### src/rtl/vga_fb_arbiter.sv
// Framebuffer RAM arbiter: raster-order scanout prefetch into a show-ahead FIFO,
// with CPU pixel writes granted in every RAM slot the scanout does not need.
module vga_fb_arbiter #(
  parameter int H_SIZE     = 800,
  parameter int V_SIZE     = 600,
  parameter int COLOR_W    = 12,
  parameter int FIFO_DEPTH = 4,
  parameter int ADDR_W     = $clog2(H_SIZE * V_SIZE)
) (
  input  logic               pixelclk,
  input  logic               rst_n,
  input  logic               frame_start,
  input  logic               pix_pop,
  output logic [COLOR_W-1:0] pix_data,
  output logic               pix_valid,
  output logic               underrun,
  input  logic               cpu_wr_valid,
  output logic               cpu_wr_ready,
  input  logic [ADDR_W-1:0]  cpu_wr_addr,
  input  logic [COLOR_W-1:0] cpu_wr_data,
  output logic               mem_en,
  output logic               mem_we,
  output logic [ADDR_W-1:0]  mem_addr,
  output logic [COLOR_W-1:0] mem_wdata,
  input  logic [COLOR_W-1:0] mem_rdata
);

  localparam int PTR_W = $clog2(FIFO_DEPTH);
  localparam int CNT_W = PTR_W + 1;
  localparam logic [ADDR_W:0]   FRAME_PIX = (ADDR_W + 1)'(H_SIZE * V_SIZE);
  localparam logic [ADDR_W-1:0] LAST_ADDR = ADDR_W'(H_SIZE * V_SIZE - 1);
  localparam logic [CNT_W-1:0]  DEPTH_C   = CNT_W'(FIFO_DEPTH);

  typedef enum logic {IDLE, FETCH} state_t;

  state_t             state, state_nxt;
  logic [ADDR_W-1:0]  fetch_addr, fetch_addr_nxt;
  logic               inflight;
  logic [COLOR_W-1:0] fifo_mem [FIFO_DEPTH];
  logic [PTR_W-1:0]   rd_ptr, wr_ptr;
  logic [CNT_W-1:0]   count;
  logic               rd_issue, push, pop, cpu_in_range;

  // Credit counts the outstanding read so a full FIFO can never be overrun.
  assign rd_issue     = (state == FETCH) && ((count + CNT_W'(inflight)) < DEPTH_C);
  assign cpu_in_range = {1'b0, cpu_wr_addr} < FRAME_PIX;
  // A read landing while frame_start flushes belongs to the old frame.
  assign push         = inflight && !frame_start;
  assign pop          = pix_pop && (count != '0) && !frame_start;

  assign pix_valid = (count != '0);
  assign pix_data  = pix_valid ? fifo_mem[rd_ptr] : '0;
  assign mem_wdata = cpu_wr_data;

  // NOTE: every output gets a default before the branches, otherwise the
  // unassigned paths infer latches.
  always_comb begin
    cpu_wr_ready = 1'b0;
    mem_en       = 1'b0;
    mem_we       = 1'b0;
    mem_addr     = '0;
    if (rd_issue) begin
      mem_en   = 1'b1;
      mem_addr = fetch_addr;
    end else if (cpu_wr_valid) begin
      cpu_wr_ready = 1'b1;
      if (cpu_in_range) begin
        mem_en   = 1'b1;
        mem_we   = 1'b1;
        mem_addr = cpu_wr_addr;
      end
    end
  end

  always_comb begin
    state_nxt      = state;
    fetch_addr_nxt = fetch_addr;
    if (frame_start) begin
      state_nxt      = FETCH;
      fetch_addr_nxt = '0;
    end else if (rd_issue) begin
      if (fetch_addr == LAST_ADDR) begin
        state_nxt      = IDLE;
        fetch_addr_nxt = '0;
      end else begin
        fetch_addr_nxt = fetch_addr + 1'b1;
      end
    end
  end

  // NOTE: sequential state uses non-blocking assignments so every register
  // samples the pre-edge values regardless of statement order.
  always_ff @(posedge pixelclk or negedge rst_n) begin
    if (!rst_n) begin
      state      <= IDLE;
      fetch_addr <= '0;
      inflight   <= 1'b0;
      rd_ptr     <= '0;
      wr_ptr     <= '0;
      count      <= '0;
      underrun   <= 1'b0;
    end else begin
      state      <= state_nxt;
      fetch_addr <= fetch_addr_nxt;
      inflight   <= rd_issue && !frame_start;
      if (frame_start) begin
        rd_ptr <= '0;
        wr_ptr <= '0;
        count  <= '0;
      end else begin
        if (push) wr_ptr <= wr_ptr + 1'b1;
        if (pop)  rd_ptr <= rd_ptr + 1'b1;
        count <= count + CNT_W'(push) - CNT_W'(pop);
        if (pix_pop && (count == '0)) underrun <= 1'b1;
      end
    end
  end

  // NOTE: FIFO storage is deliberately not reset; count gates every read of it.
  always_ff @(posedge pixelclk) begin
    if (push) fifo_mem[wr_ptr] <= mem_rdata;
  end

endmodule

### config.mk
export PLATFORM = sky130hd
export DESIGN_NAME = vga_fb_arbiter
export DESIGN_NICKNAME = d
export VERILOG_FILES = /design/src/rtl/vga_fb_arbiter.sv
export SDC_FILE = /design/constraint.sdc
export NUM_CORES = 1
export LEC_CHECK = 0
export ABC_AREA = 1
export CORE_MARGIN = 4
export CORE_UTILIZATION = 43
export CTS_CLUSTER_DIAMETER = 50
export DETAILED_ROUTE_END_ITERATION = 16
export HOLD_SLACK_MARGIN = 0.05
export PLACE_DENSITY_LB_ADDON = 0.1
export SYNTH_ARGS = -nofsm -noshare
export SYNTH_HDL_FRONTEND = slang
export SYNTH_SLANG_ARGS = --single-unit
export TNS_END_PERCENT = 20
### constraint.sdc
create_clock -name pixelclk -period 4.71 [get_ports pixelclk]
set_input_delay 0.942 -clock pixelclk [delete_from_list [all_inputs] [get_ports pixelclk]]
set_output_delay 0.942 -clock pixelclk [all_outputs]
set_load 0.02 [all_outputs]
==> Flow_metrics.wiki <==
{| class="wikitable"
! Metric !! Value
|-
| Crit. End Element || primary output
|-
| PostCTS Resize Cnt || 0
|-
| Fraction of final layout cells with drive strength greater than 1 || 7.65%
|-
| Leakage power || 2.06 nW
|-
| Total negative slack || 0 ns
|-
| Post-Syn Area per Cell || about 8.6 um2
|-
| Critical register-to-register path startpoint || count[1]$_DFF_PN0_
|-
| Max Cap Viol || 0
|-
| Power density cells || between 400 and 500 nW/um2
|-
| Share of the clock period used by the worst path || 88.2%
|-
| Cell types with the largest area share after synthesis || edfxtp_1 35%, dfrtp_1 18%, nand2_1 8.5%, nor2_1 8.3%, o21ai_0 5.6%
|-
| Clock latency of the later-clocked register in the worst-skew pair || approximately 0.35 ns
|-
| Remaining global-route overflow || 0
|-
| Vias in the first global route || 3268
|-
| Wirelength, routed || ~11000 um
|-
| Critical path destination || mem_addr[15]
|-
| Instance count after placement with tap cells included || 662
|-
| # hold bufs at CTS || 0
|-
| Crit path launch type || primary input
|-
| RSZ-0062 raised after global routing || false
|-
| All-Layer GR Usage || 19.1%
|-
| Warnings from Yosys || 0
|-
| Number of iterations in the first detailed-routing pass || 5
|-
| Antenna cell count || 0
|-
| Clock Skew || approximately 0.0084 ns
|-
| Standard-cell rows || 35
|-
| Effective utilization at floorplan || 44.6%
|-
| DRC viols || 0
|-
| P&R area growth vs syn || 24.1%
|-
| Synthesized Nets || 538
|-
| Crit path required time || 3.77 ns
|-
| Endpoint of the lowest-slack register-to-register path || count[2]$_DFF_PN0_
|-
| Cell taking the most area after synthesis || edfxtp_1
|-
| Highest net fanout along the worst path || 20
|-
| Post-route non-filler standard cell count || approximately 680
|-
| Final period demand of the worst path || 4.16 ns
|-
| Most common cell in the synthesized netlist || nand2_1
|-
| Worst vdd rail ir drop || 0.292 mV
|-
| Via density per instance || 5.08
|-
| Ys flop type || edfxtp_1
|-
| Die height || 106 um
|-
| Commonest cells in the synthesized netlist || 94 x nand2_1, 92 x nor2_1, 48 x edfxtp_1, 46 x o21ai_0, 41 x inv_1
|-
| Number of antenna violations at the first check in global routing || 0
|-
| Remaining antenna violation count after routing || 0
|-
| CP Launch Point || cpu_wr_addr[16]
|-
| Die width || 106 um
|-
| Buffers from clock root to sink, at most || 2
|-
| Core footprint || ~9300 um2
|-
| Transition time of the tightest slew-check pin || ~0.73 ns
|-
| Number of library cell types mapped by synthesis || 32
|-
| Initial detailed-routing violation count || 196
|-
| EDFF count, synth || 48
|-
| Vias after detailed routing || roughly 3400
|-
| CTS root buf || clkbuf_8
|-
| Slew margin rel. || 51.3%
|-
| Post-CTS setup buffer count || 0
|-
| Setup-failing EPs final || 0
|-
| Setup slack of the most critical reg-to-reg path || 2.30 ns
|-
| Clock buffer count from CTS || 9
|-
| Final-report max-slew violation count || 0
|-
| Count of boundary I/O pins || 96
|-
| Fraction of the yosys area taken by sequential cells || 52.4%
|-
| Result of the run || completed
|-
| Critical Path AT || 3.21 ns
|-
| Die area || ~11000 um2
|-
| Number of buffer cells added on primary ports || 71
|-
| Post-synthesis cell area || 4140 um2
|-
| Final hold violations || 0
|-
| Tightest Hold Check Type || flop to flop
|-
| Net count reported at finish || 600
|-
| Pin count of the biggest net entering global routing || 38
|-
| Reg2Reg Depth || 14
|-
| CTS H-tree lvls || 3
|-
| Register clock-pin slew on the reported worst setup and hold paths || 0.09 ns
|-
| Final Wtd Congestion || 0.885
|-
| Share of flip-flops with an asynchronous set or reset after synthesis || around 38%
|-
| Register bit count reported by yosys || 77
|-
| Portion of synthesized cell area occupied by the leading cell type || 34.8%
|-
| Number of sinks handled by clock tree synthesis || between 70 and 80
|-
| Detailed placement HPWL || 7440 um
|-
| Synthesized netlist cell count || 482
|-
| Fmax || 0.241 GHz
|-
| Wire length of the first global-routing pass || 17000 um
|-
| WS Path Type || primary input to primary output
|-
| Clock tree from TritonCTS || done
|-
| Routed len/inst || 15.6 um
|}
==> logic make-up (layout without fill, tap and decap cells) <==
group	Yosys count	after routing	share of synthesized area [%]
buf+inv	71	138	8.10
flops	77	77	52.4
simple gates	253	253	27.2
compound gates	69	69	8.86
fa+ha+maj	8	8	2.60
xor+xnor	4	4	0.846
==> routing by layer <==
layer	part of all wire, %	GRT usage [%]
met5	0	0
met4	1.5	7.03
met3	4.9	2.91
met2	49	30.5
met1	44	26.5
==> worst min path at each step <==
| stage | from | to | slack [ns] | cells past startpoint |
|---|---|---|---|---|
| 2_1_floorplan | wr_ptr[1]$_DFFE_PN0P_ | wr_ptr[1]$_DFFE_PN0P_ | 0.49 | 2 |
| 3_3_place_gp | underrun$_DFFE_PN0P_ | underrun$_DFFE_PN0P_ | 0.47 | 1 |
| 4_1_cts | underrun$_DFFE_PN0P_ | underrun$_DFFE_PN0P_ | 0.48 | 1 |
| 5_1_grt | underrun$_DFFE_PN0P_ | underrun$_DFFE_PN0P_ | 0.50 | 1 |
| 3_5_place_dp | underrun$_DFFE_PN0P_ | underrun$_DFFE_PN0P_ | 0.46 | 1 |
| 6_report | underrun$_DFFE_PN0P_ | underrun$_DFFE_PN0P_ | 0.48 | 1 |
==> sequential cells by signal, summed over array words and instances (netlist names) <==
| signal | flops |
|---|---|
| count | 3 |
| fetch_addr | 19 |
| fifo_mem | 48 |
| inflight | 1 |
| rd_ptr | 2 |
| state | 1 |
| underrun | 1 |
| wr_ptr | 2 |
==> worst max-delay path, stage by stage <==
cell and delay [ns]:
clkdlybuf4s50_1 0.50, nand3_1 0.08, inv_1 0.16, nand3_1 0.55
nand4_1 0.30, o21ai_0 0.12, clkdlybuf4s50_1 0.57
==> area by class of cell <==
cell class              count  area [um2]
multi-input cells         334        1640
fillers                   892        4150
flip-flops and latches     77        2170
inverters                  43         161
clock buffers               9         124
clock inverters             7         114
well taps                 129         161
repair buffers             79         771
==> per-stage QoR <==
stage | area (um2) | hold WS [ns] | power (W) | setup WS, ns | utilization, %
after floorplan | 4140 | 0.492 | 0.00121 | 1.86 | -
after global placement | 4900 | 0.468 | 0.00149 | 0.665 | 52.7
after detailed placement | 4900 | 0.457 | 0.00149 | 0.631 | 52.7
after CTS | 5130 | 0.478 | 0.00209 | 0.611 | 55.3
after global routing | 5130 | 0.503 | 0.00219 | 0.437 | 55.3
final | 5130 | 0.476 | 0.00206 | 0.553 | 55.3
==> report_power, final <==
part           internal [W]  switching, W  total [W]  leakage (nW)
logic              0.000266      0.000411   0.000677          1.11
clock network      0.000314      0.000277   0.000591         0.121
registers          0.000759     0.0000367   0.000795         0.824
total               0.00134      0.000725    0.00206          2.06
==> layout by cell type (no fill, tap or decap), drive strengths merged <==
cell / netlist / routed
fa: 1 / 1
nand3: 27 / 27
a21oi: 19 / 19
nor2: 98 / 98
o31ai: 1 / 1
nand4: 26 / 26
xor2: 4 / 4
nand2: 98 / 98
clkdlybuf4s50: 0 / 71
clkinv: 0 / 1
nand3b: 1 / 1
clkbuf: 6 / 9
edfxtp: 48 / 48
buf: 22 / 8
ha: 7 / 7
inv: 43 / 47
dfrtp: 29 / 29
o21ai: 48 / 48
nor3: 3 / 3
a31o: 1 / 1
bufinv: 0 / 2
Power figures use the tool's default switching activity.
